**src/rtl/lc3_mem_io_responder_pkg.sv**
```systemverilog
// ---------------------------------------------------------------------------
// lc3_io_pkg
// Shared definitions for the SLC-3 memory/IO responder:
//   - access_state_t : states of the memory access handshake FSM
//   - IO_ADDR_DEFAULT: memory-mapped address of the switches / hex display
//   - latCntWidth()  : width of the latency down-counter for a given latency
//   - LAT_CNT_W      : that width for the default latency
// ---------------------------------------------------------------------------
package lc3_io_pkg;

   // IDLE waits for a strobe, ACCESS runs the fixed latency, DONE waits for
   // the CPU to drop its strobes so a held strobe is served only once.
   typedef enum logic [1:0] {
      IDLE   = 2'd0,
      ACCESS = 2'd1,
      DONE   = 2'd2
   } access_state_t;

   localparam logic [15:0] IO_ADDR_DEFAULT     = 16'hFFFF;
   localparam int          MEM_LATENCY_DEFAULT = 2;

   // Enough bits to hold any value from 0 up to the latency itself.
   function automatic int latCntWidth(input int latency);
      return $clog2(latency + 1);
   endfunction

   localparam int LAT_CNT_W = latCntWidth(MEM_LATENCY_DEFAULT);

endpackage

```
**src/rtl/lc3_mem_io_responder_if.sv**
```systemverilog
// ---------------------------------------------------------------------------
// lc3_mem_io_responder_if
// Bundles the CPU MAR/MDR memory handshake and the external SRAM bus.
//   CPU side : ADDR, Data_from_CPU, OE, WE (to responder); Data_to_CPU, R
//   SRAM side: SRAM_ADDR, SRAM_DQ_out, SRAM_OE, SRAM_WE (from responder);
//              SRAM_DQ_in (to responder)
// Modports:
//   slave  - the responder itself
//   master - the CPU plus SRAM environment driving it
// ---------------------------------------------------------------------------
interface lc3_mem_io_responder_if;
   import lc3_io_pkg::*;

   logic [15:0] ADDR;
   logic [15:0] Data_from_CPU;
   logic [15:0] Data_to_CPU;
   logic        OE;
   logic        WE;
   logic        R;
   logic [19:0] SRAM_ADDR;
   logic [15:0] SRAM_DQ_in;
   logic [15:0] SRAM_DQ_out;
   logic        SRAM_OE;
   logic        SRAM_WE;

   modport slave (
      input  ADDR, Data_from_CPU, OE, WE, SRAM_DQ_in,
      output Data_to_CPU, R, SRAM_ADDR, SRAM_DQ_out, SRAM_OE, SRAM_WE
   );

   modport master (
      output ADDR, Data_from_CPU, OE, WE, SRAM_DQ_in,
      input  Data_to_CPU, R, SRAM_ADDR, SRAM_DQ_out, SRAM_OE, SRAM_WE
   );

endinterface

```
**src/rtl/lc3_mem_io_responder_btn_conditioner.sv**
```systemverilog
// ---------------------------------------------------------------------------
// btn_conditioner
// Turns one raw, bouncy, asynchronous button into a clean one-cycle pulse on
// each accepted press.
// Ports:
//   Clk, Reset : system clock, asynchronous active-high reset
//   i_btn      : raw button level (active-high)
//   o_pulse    : one-cycle pulse on each accepted 0->1 change
// Parameter:
//   DEBOUNCE_CYCLES : equal consecutive synchronized samples needed before a
//                     new level is accepted
// ---------------------------------------------------------------------------
module btn_conditioner #(
   parameter int DEBOUNCE_CYCLES = 4
) (
   input  logic Clk,
   input  logic Reset,
   input  logic i_btn,
   output logic o_pulse
);

   localparam int             DW   = $clog2(DEBOUNCE_CYCLES + 1);
   localparam logic [DW-1:0]  LAST = DW'(DEBOUNCE_CYCLES - 1);

   logic          r_meta;
   logic          r_sync;
   logic          r_level;
   logic [DW-1:0] r_cnt;
   logic          r_pulse;

   // Two-flop synchronizer feeding a stability counter. The counter only runs
   // while the synchronized sample disagrees with the accepted level, so any
   // sample that agrees again (a bounce) restarts the count from zero. When
   // the count completes, the new level is accepted and a rising acceptance
   // emits a single pulse.
   always_ff @(posedge Clk or posedge Reset) begin
      if (Reset) begin
         r_meta  <= 1'b0;
         r_sync  <= 1'b0;
         r_level <= 1'b0;
         r_cnt   <= '0;
         r_pulse <= 1'b0;
      end else begin
         r_meta  <= i_btn;
         r_sync  <= r_meta;
         r_pulse <= 1'b0;
         if (r_sync == r_level) begin
            r_cnt <= '0;
         end else if (r_cnt == LAST) begin
            r_level <= r_sync;
            r_cnt   <= '0;
            r_pulse <= r_sync;
         end else begin
            r_cnt <= r_cnt + 1'b1;
         end
      end
   end

   assign o_pulse = r_pulse;

endmodule

```
**src/rtl/lc3_mem_io_responder.sv**
```systemverilog
// ---------------------------------------------------------------------------
// lc3_mem_io_responder
// Memory-side responder for the SLC-3 CPU. Answers OE/WE strobes with a
// fixed-latency R pulse, drives the external SRAM, maps the switches and hex
// display at IO_ADDR, and conditions the Run/Continue buttons.
// Ports:
//   Clk, Reset        : system clock, asynchronous active-high reset
//   bus (slave)       : CPU handshake + SRAM bus (see lc3_mem_io_responder_if)
//   SW                : board switches (asynchronous)
//   Run_btn           : raw Run button, active-high
//   Continue_btn      : raw Continue button, active-high
//   Run_pulse         : one-cycle debounced Run press
//   Continue_pulse    : one-cycle debounced Continue press
//   hex_display       : value shown on HEX3..HEX0
// ---------------------------------------------------------------------------
module lc3_mem_io_responder
   import lc3_io_pkg::*;
#(
   parameter int          MEM_LATENCY     = MEM_LATENCY_DEFAULT,
   parameter int          DEBOUNCE_CYCLES = 4,
   parameter logic [15:0] IO_ADDR         = IO_ADDR_DEFAULT
) (
   input  logic                          Clk,
   input  logic                          Reset,
   lc3_mem_io_responder_if.slave         bus,
   input  logic [9:0]                    SW,
   input  logic                          Run_btn,
   input  logic                          Continue_btn,
   output logic                          Run_pulse,
   output logic                          Continue_pulse,
   output logic [15:0]                   hex_display
);

   localparam int               CNT_W    = latCntWidth(MEM_LATENCY);
   localparam logic [CNT_W-1:0] LOAD_VAL = CNT_W'(MEM_LATENCY - 1);

   access_state_t    r_state;
   access_state_t    w_nextState;
   logic [CNT_W-1:0] r_cnt;
   logic [15:0]      r_addr;
   logic [15:0]      r_data;
   logic             r_isWrite;
   logic             r_R;
   logic [15:0]      r_dataToCpu;
   logic [15:0]      r_hex;
   logic [9:0]       r_swMeta;
   logic [9:0]       r_swSync;
   logic             w_strobe;
   logic             w_start;
   logic             w_expire;
   logic             w_isIo;
   logic             w_inAccess;

   assign w_strobe   = bus.OE | bus.WE;
   assign w_start    = (r_state == IDLE) && w_strobe;
   assign w_inAccess = (r_state == ACCESS);
   assign w_expire   = w_inAccess && (r_cnt == '0);
   assign w_isIo     = (r_addr == IO_ADDR);

   // State register for the access handshake.
   always_ff @(posedge Clk or posedge Reset) begin
      if (Reset) begin
         r_state <= IDLE;
      end else begin
         r_state <= w_nextState;
      end
   end

   // Next-state logic. Once ACCESS starts it runs to completion even if the
   // strobe drops; DONE holds until both strobes are low so a strobe the CPU
   // keeps asserting cannot start a second access.
   always_comb begin
      w_nextState = r_state;
      case (r_state)
         IDLE:    if (w_strobe) w_nextState = ACCESS;
         ACCESS:  if (r_cnt == '0) w_nextState = DONE;
         DONE:    if (!bus.OE && !bus.WE) w_nextState = IDLE;
         default: w_nextState = IDLE;
      endcase
   end

   // Access datapath. Address, data and direction are frozen on the IDLE to
   // ACCESS edge so the SRAM sees stable values throughout ACCESS; WE takes
   // priority when both strobes are seen together. R and the read/hex results
   // are all registered on the ACCESS to DONE edge, so read data is valid
   // from the same edge on which R rises.
   always_ff @(posedge Clk or posedge Reset) begin
      if (Reset) begin
         r_cnt       <= '0;
         r_addr      <= '0;
         r_data      <= '0;
         r_isWrite   <= 1'b0;
         r_R         <= 1'b0;
         r_dataToCpu <= '0;
         r_hex       <= '0;
      end else begin
         if (w_start) begin
            r_addr    <= bus.ADDR;
            r_data    <= bus.Data_from_CPU;
            r_isWrite <= bus.WE;
            r_cnt     <= LOAD_VAL;
         end else if (w_inAccess && (r_cnt != '0)) begin
            r_cnt <= r_cnt - 1'b1;
         end
         r_R <= w_expire;
         if (w_expire) begin
            if (!r_isWrite) begin
               r_dataToCpu <= w_isIo ? {6'b0, r_swSync} : bus.SRAM_DQ_in;
            end else if (w_isIo) begin
               r_hex <= r_data;
            end
         end
      end
   end

   // Switch synchronizer; the switches only matter when an IO read completes.
   always_ff @(posedge Clk or posedge Reset) begin
      if (Reset) begin
         r_swMeta <= '0;
         r_swSync <= '0;
      end else begin
         r_swMeta <= SW;
         r_swSync <= r_swMeta;
      end
   end

   // SRAM strobes are derived from the current state so that an asynchronous
   // reset drops them immediately; the IO address never touches the SRAM.
   assign bus.SRAM_OE     = w_inAccess && !r_isWrite && !w_isIo;
   assign bus.SRAM_WE     = w_inAccess &&  r_isWrite && !w_isIo;
   assign bus.SRAM_ADDR   = {4'b0, r_addr};
   assign bus.SRAM_DQ_out = r_data;
   assign bus.Data_to_CPU = r_dataToCpu;
   assign bus.R           = r_R;
   assign hex_display     = r_hex;

   btn_conditioner #(.DEBOUNCE_CYCLES(DEBOUNCE_CYCLES)) u_runBtn (
      .Clk     (Clk),
      .Reset   (Reset),
      .i_btn   (Run_btn),
      .o_pulse (Run_pulse)
   );

   btn_conditioner #(.DEBOUNCE_CYCLES(DEBOUNCE_CYCLES)) u_continueBtn (
      .Clk     (Clk),
      .Reset   (Reset),
      .i_btn   (Continue_btn),
      .o_pulse (Continue_pulse)
   );

endmodule
```
**src/flat_wrapper.sv**
```systemverilog
// flat-port wrapper written by rule: the top's interface ports become plain ports
module lc3_mem_io_responder_flat import lc3_io_pkg::*;
#(
   parameter int          MEM_LATENCY     = MEM_LATENCY_DEFAULT,
   parameter int          DEBOUNCE_CYCLES = 4,
   parameter logic [15:0] IO_ADDR         = IO_ADDR_DEFAULT
)
  (Clk, Reset, SW, Run_btn, Continue_btn, Run_pulse, Continue_pulse, hex_display, bus_ADDR, bus_Data_from_CPU, bus_OE, bus_WE, bus_SRAM_DQ_in, bus_Data_to_CPU, bus_R, bus_SRAM_ADDR, bus_SRAM_DQ_out, bus_SRAM_OE, bus_SRAM_WE);
  lc3_mem_io_responder_if bus_i ();
  input  logic Clk;
  input  logic Reset;
  input  logic [9:0] SW;
  input  logic Run_btn;
  input  logic Continue_btn;
  output logic Run_pulse;
  output logic Continue_pulse;
  output logic [15:0] hex_display;
  input wire logic [$bits(bus_i.ADDR)-1:0] bus_ADDR;
  input wire logic [$bits(bus_i.Data_from_CPU)-1:0] bus_Data_from_CPU;
  input wire logic [$bits(bus_i.OE)-1:0] bus_OE;
  input wire logic [$bits(bus_i.WE)-1:0] bus_WE;
  input wire logic [$bits(bus_i.SRAM_DQ_in)-1:0] bus_SRAM_DQ_in;
  output wire logic [$bits(bus_i.Data_to_CPU)-1:0] bus_Data_to_CPU;
  output wire logic [$bits(bus_i.R)-1:0] bus_R;
  output wire logic [$bits(bus_i.SRAM_ADDR)-1:0] bus_SRAM_ADDR;
  output wire logic [$bits(bus_i.SRAM_DQ_out)-1:0] bus_SRAM_DQ_out;
  output wire logic [$bits(bus_i.SRAM_OE)-1:0] bus_SRAM_OE;
  output wire logic [$bits(bus_i.SRAM_WE)-1:0] bus_SRAM_WE;
  assign bus_i.ADDR = bus_ADDR;
  assign bus_i.Data_from_CPU = bus_Data_from_CPU;
  assign bus_i.OE = bus_OE;
  assign bus_i.WE = bus_WE;
  assign bus_i.SRAM_DQ_in = bus_SRAM_DQ_in;
  assign bus_Data_to_CPU = bus_i.Data_to_CPU;
  assign bus_R = bus_i.R;
  assign bus_SRAM_ADDR = bus_i.SRAM_ADDR;
  assign bus_SRAM_DQ_out = bus_i.SRAM_DQ_out;
  assign bus_SRAM_OE = bus_i.SRAM_OE;
  assign bus_SRAM_WE = bus_i.SRAM_WE;
  lc3_mem_io_responder #(.MEM_LATENCY(MEM_LATENCY), .DEBOUNCE_CYCLES(DEBOUNCE_CYCLES), .IO_ADDR(IO_ADDR)) u_core (.Clk(Clk), .Reset(Reset), .bus(bus_i), .SW(SW), .Run_btn(Run_btn), .Continue_btn(Continue_btn), .Run_pulse(Run_pulse), .Continue_pulse(Continue_pulse), .hex_display(hex_display));
endmodule
```
**config.mk**
```make
export PLATFORM = sky130hd
export DESIGN_NAME = lc3_mem_io_responder_flat
export DESIGN_NICKNAME = d
export VERILOG_FILES = /design/src/rtl/lc3_mem_io_responder_pkg.sv /design/src/rtl/lc3_mem_io_responder_if.sv /design/src/rtl/lc3_mem_io_responder_btn_conditioner.sv /design/src/rtl/lc3_mem_io_responder.sv /design/src/flat_wrapper.sv
export SDC_FILE = /design/constraint.sdc
export NUM_CORES = 1
export LEC_CHECK = 0
export CAP_MARGIN = 15
export CORE_AREA = 8 8 108 110
export CTS_CLUSTER_DIAMETER = 50
export DETAILED_ROUTE_END_ITERATION = 8
export DIE_AREA = 0 0 116 118
export GPL_TIMING_DRIVEN = 0
export HOLD_SLACK_MARGIN = 0.1
export PLACE_DENSITY = 0.74
export SYNTH_ARGS = -nofsm -noshare
export SYNTH_HDL_FRONTEND = slang
export SYNTH_HIERARCHICAL = 1
export SYNTH_SLANG_ARGS = --single-unit
export TNS_END_PERCENT = 100
```
**constraint.sdc**
```tcl
create_clock -name Clk -period 2.65 [get_ports Clk]
set_clock_uncertainty 0.2 [all_clocks]
set_input_delay 0.265 -clock Clk [delete_from_list [all_inputs] [get_ports Clk]]
set_output_delay 0.265 -clock Clk [all_outputs]
set_load 0.02 [all_outputs]
```
Word-level counts from Yosys, hierarchy flattened
Cells that the tools add are included.
{"block": "totals", "ff_bits": 104}
{"block": "classes", "bitwise_logic": 4, "n_mux": 15, "n_addsub": 3, "reduce_logical": 21, "eq_ne": 10}
{"cell": "equality test 16 bit (second input constant)", "n": 1}
{"cell": "two-way mux 16 bit", "n": 1}
{"cell": "two-way mux 3 bit", "n": 4}
{"cell": "two-way mux 2 bit", "n": 5}
{"cell": "logical AND 1 bit", "n": 8}
{"cell": "adder 3 x 1 -> 3 bit (second input constant)", "n": 2}
{"cell": "equality test 3 x 2 -> 1 bit (second input constant)", "n": 2}
{"cell": "case mux 2 bit (3 select lines)", "n": 1}
{"cell": "AND reduction 2 bit", "n": 3}
{"cell": "AND reduction 3 bit", "n": 2}
{"cell": "zero test 1 bit", "n": 4}
{"cell": "zero test 2 bit", "n": 2}
{"cell": "two-way mux 1 bit", "n": 4}
{"cell": "!= test 2 x 1 -> 1 bit (second input constant)", "n": 2}
{"cell": "nonzero test 2 bit", "n": 2}
{"cell": "NOT 1 bit", "n": 3}
{"cell": "equality test 1 bit", "n": 2}
{"cell": "equality test 2 x 1 -> 1 bit (second input constant)", "n": 1}
{"cell": "equality test 2 bit (second input constant)", "n": 1}
{"cell": "!= test 2 bit (second input constant)", "n": 1}
{"cell": "subtractor 2 x 1 -> 2 bit (second input constant)", "n": 1}
{"cell": "OR 1 bit", "n": 1}

Logic depth before layout (Yosys ltp)
{"block": "depth", "ltp_word": 4, "depth_mapped": 9, "depth_no_buf": 7}

Cells and area by module
Netlist, hierarchy kept.
{"mod": "lc3_mem_io_responder", "cells_each": 230, "seq_area_each_um2": 2252.2, "area_each_um2": 3389.5, "n_inst": 1}
{"mod": "btn_conditioner", "cells_each": 16, "seq_area_each_um2": 175.2, "area_each_um2": 260.2, "n_inst": 2}

Worst setup path before layout
No wires, ideal clock.
{"block": "synth_timing", "path_kind": "register -> register", "from": "register u_core.r_addr[14]", "to": "register u_core.r_hex[0], in the netlist u_core/hex_display[0]", "path_stages_with_launch": 8, "path_buffers": 3, "slack_ns": 0.537, "t_arrival_ns": 1.788, "period_less_slack_ns": 2.113, "cell_sequence": "dfrtp_1 nand4_1 nor4_2 buf_6 and3_4 buf_8 buf_12 mux2_4"}
{"block": "synth_via", "elab_chain_cells": 2}
{"element": "from (decl)", "line": "lc3_mem_io_responder.sv:40", "source": "logic [15:0] r_addr;"}
{"element": "from (signal assigned)", "line": "lc3_mem_io_responder.sv:98", "source": "r_addr <= bus.ADDR;"}
{"element": "equality test 16 bit", "line": "lc3_mem_io_responder.sv:58", "source": "assign w_isIo = (r_addr == IO_ADDR);"}
{"element": "AND reduction 3 bit (no line)"}
{"element": "to (signal assigned)", "line": "lc3_mem_io_responder.sv:110", "source": "r_hex <= r_data;"}
{"element": "to (decl)", "line": "lc3_mem_io_responder.sv:45", "source": "logic [15:0] r_hex;"}
No other way between the ends.
A chain may end at the register's enable or synchronous reset.

Final worst setup path
{"block": "layout_timing", "from": "register u_core.r_addr[12]", "to": "register u_core.r_hex[8], in the netlist u_core/hex_display[8]"}
Same word-level chain as after synthesis.

==> impl_metrics.tcl <==
set metrics [dict create \
    required_ns 2.69 \
    ys_async_sr_fraction_pct 100 \
    place_ws_ns 0.0446 \
    syn_to_final_growth_pct 45.2 \
    clk_latency_ns 0.35 \
    r2r_cells 8 \
    top_layer "met4" \
    drt_iter0_drc 89 \
    finalSetupTns_ns 0 \
    drive_gt1_share_pct 21.5 \
    dieArea_mm2 0.0137 \
    p_leak_uw 0.00245 \
    fin_crit_sh_pct 92.8 \
    fillCellCount 851 \
    dr.pass1.iters 4 \
    path_class "reg2reg" \
    cp_data_arrival_time_ns 2.50 \
    whs_endpoint "u_core/r_swMeta[2]$_DFF_PP0_" \
    num_rows 37 \
    synth.avg_cell_area_um2 14.9 \
    antenna_cells 0 \
    hold_viol 0 \
    ys.flop_type "dfrtp_1" \
    slew_headroom_pct 46.0 \
    status "complete, no violations" \
    gp_congestion 0.750 \
    p_total_uw 5850 \
    drc 0 \
    reg2reg_to "u_core/hex_display[8]$_DFFE_PP0P_" \
    cts-buffers-inserted 9 \
    min_from "SW[2]" \
    worst_pin_slew_ns 0.806 \
    grtUsageTotal_pct 13.7 \
    tritoncts "yes" \
    end_kind "flop" \
    ctsResizeCount 0 \
    grt_start_max_net_pins 44 \
    core-area_mm2 0.0100 \
    die_width_um 116 \
    cp_top_family "simple AND/OR/NAND/NOR gates" \
    io-pin-count 137 \
    port_buffers 132 \
    fin_util_pct 56.8 \
    min_period_ns 2.46 \
    p_int_uw 3860 \
    initial_core_util_pct 39.1 \
    crit_slowest_cell "dfrtp_1" \
    synth_enable_flop_cells 0 \
    rsz0062_at_grt "false" \
    wl_met1_mm 3.58 \
    max_freq_mhz 406 \
    synth-seq-cells 104 \
    seqPwrFrac_pct 40.8 \
    worstReg2RegStart "u_core/r_addr[12]$_DFFE_PP0P_" \
    wl_met3_um 614 \
    fp.dieH_um 118 \
    yosysMostFrequentCell "dfrtp_1" \
    slowest_delay_ns 0.41 \
    r2r_slack_ns 0.19 \
    hp-class "in2reg" \
    cts_buffer_depth 2 \
    critPathBufInv 4 \
    ys_seq_area_share_pct 66.6 \
    routedWlPerCell_um 16.5 \
    grt_pass1_vias 2694 \
    p_comb_share_pct 41.6 \
    cts-root-buf "clkbuf_8" \
    crit_chain "nand4_1 > nor4_2 > buf_6 > buf_4 > and3_4 > buf_8 > buf_12 > mux2_4" \
    yosysWarnings 6 \
    viasPerCell 4.55 \
    hold_slack_ns 0.143 \
    seqCellArea_mm2 0.00260 \
    dr_total_vias 2501 \
    fin_ws_ns 0.190 \
    power.density_mw_per_mm2 1030 \
    drv_cap 0 \
    clk_pin_slew_worst_paths_ns 0.09 \
    grt_pass1_wl_mm 14.5 \
    drv_slew 0 \
    setup_viol 0 \
    synth_cell_types 31 \
    yosysTopAreaCellShare_pct 66.6 \
    hold_path_depth 1 \
    h-tree-depth 3 \
    crit_path_start_kind "flop" \
    ir_drop_v 0.000405 \
    synth_common_cells "dfrtp_1 (104), mux2_2 (41), nand2_1 (24), o21ai_0 (12)" \
    grt_overflow 0 \
    synth_top_area_cell "dfrtp_1" \
    switching_share_pct 34.0 \
    pwr-share-clk_pct 17.6 \
    ant_nets 0 \
    dp_hpwl_mm 6.99 \
    num-nets-final 478 \
    switchingPower_uw 1990 \
    routed_wl_mm 9.06 \
    worstPathMaxFanout 17 \
    yosys-top-cells-area "dfrtp_1 (67%), mux2_2 (12%), mux2_4 (3.8%)" \
    synthCells 262 \
    syn_area_mm2 0.00391 \
    wl_met2_mm 4.74 \
    antenna_found_initial 0 \
    multi_input_area_mm2 0.00119 \
    cts.sinks 104 \
]
sequential cells by signal, summed over array words and instances (netlist names):
name,count
u_core/bus.Data_to_CPU,16
u_core/bus.SRAM_DQ_out,16
u_core/hex_display,16
u_core/r_addr,16
u_core/r_swMeta,10
u_core/r_swSync,10
u_core/u_continueBtn/r_cnt,3
u_core/u_runBtn/r_cnt,3
u_core/r_cnt,2
u_core/r_state,2
u_core/bus.R,1
u_core/r_isWrite,1
u_core/u_continueBtn/o_pulse,1
u_core/u_continueBtn/r_level,1
u_core/u_continueBtn/r_meta,1
u_core/u_continueBtn/r_sync,1
u_core/u_runBtn/o_pulse,1
u_core/u_runBtn/r_level,1
u_core/u_runBtn/r_meta,1
u_core/u_runBtn/r_sync,1
per-stage QoR:
stage / instances / cell area (µm²)
finish: 550 / 5680
global route: 550 / 5680
CTS: 550 / 5680
detailed placement: 535 / 5460
global placement: 533 / 5420
floorplan: 265 / 3930
how the worst max path moves through the flow:
stage | startpoint | end | slack (ns) | cells past startpoint
final | u_core/r_addr[12]$_DFFE_PP0P_ | u_core/hex_display[8]$_DFFE_PP0P_ | 0.19 | 8
after global routing | u_core/r_addr[11]$_DFFE_PP0P_ | u_core/hex_display[7]$_DFFE_PP0P_ | 0.03 | 8
after CTS | u_core/r_addr[11]$_DFFE_PP0P_ | bus_SRAM_OE | 0.12 | 5
after detailed placement | bus_WE | u_core/bus.SRAM_DQ_out[14]$_DFFE_PP0P_ | 0.04 | 5
after global placement | bus_WE | u_core/bus.SRAM_DQ_out[10]$_DFFE_PP0P_ | 0.07 | 5
after floorplan | u_core/r_addr[14]$_DFFE_PP0P_ | u_core/hex_display[0]$_DFFE_PP0P_ | 0.54 | 7
cells by family after synthesis:
kind of cell             Yosys count  synth area share, %
multiplexers                      61                 18.2
AND/OR/NAND/NOR                   53                 7.94
flip-flops                       104                 66.6
AO/OA/AOI/OAI                     17                 2.24
XOR/XNOR                           3                0.672
other                              1               0.0959
buffers and inverters             20                 3.33
adder cells (fa/ha/maj)            3                0.960
cell type report:
type / count / share of cell area [%]
plain buffers: 13 / 1.81
clock buffers: 9 / 2.18
clock inverters: 5 / 1.46
inverters: 6 / 0.463
multi-input cells: 141 / 20.9
flip-flops and latches: 104 / 45.9
well taps: 136 / 3.00
repair buffers: 136 / 24.3
routing by layer:
| metal | vias to the layer above | GRT usage [%] |
|---|---|---|
| li1 | 1184 | - |
| met1 | 1235 | 16.2 |
| met2 | 69 | 23.3 |
| met3 | 13 | 3.69 |
| met4 | 0 | 4.87 |
| met5 | - | 0 |
worst reg2reg max path: stages, from the launching register on:
cell     delay, ns
dfrtp_1       0.41
nand4_1       0.17
nor4_2        0.32
buf_6         0.15
buf_4         0.26
and3_4        0.25
buf_8         0.13
buf_12        0.16
mux2_4        0.31
power groups by stage:
stage               clock, µW  sequential (µW)  combinational, µW
finish                   1030             2390               2430
global route             1140             2460               2600
CTS                      1070             2400               2480
detailed placement          0             2430               2470
global placement            0             2390               2410
floorplan                   0             2850                850
cells in the final DEF, fill, tap and decap left out, drive strengths merged, types with 4 or more instances in the layout:
cell | netlist | layout
nor3b | 5 | 5
o21ai | 16 | 16
dfrtp | 104 | 104
mux2 | 51 | 51
clkdlybuf4s50 | 0 | 132
mux2i | 10 | 10
buf | 11 | 13
nor2 | 5 | 5
conb | 1 | 4
inv | 6 | 6
nand4 | 4 | 4
nand2 | 24 | 24
nor3 | 4 | 4
clkbuf | 3 | 12
what timing repair did:
item | in CTS | in global routing
endpoints found under the setup margin | 2 | 0
hold buffers | 1 | 0
setup buffers | 1 | 0
endpoints found under the hold margin | 14 | 0
(Power assumes the default switching activity.)
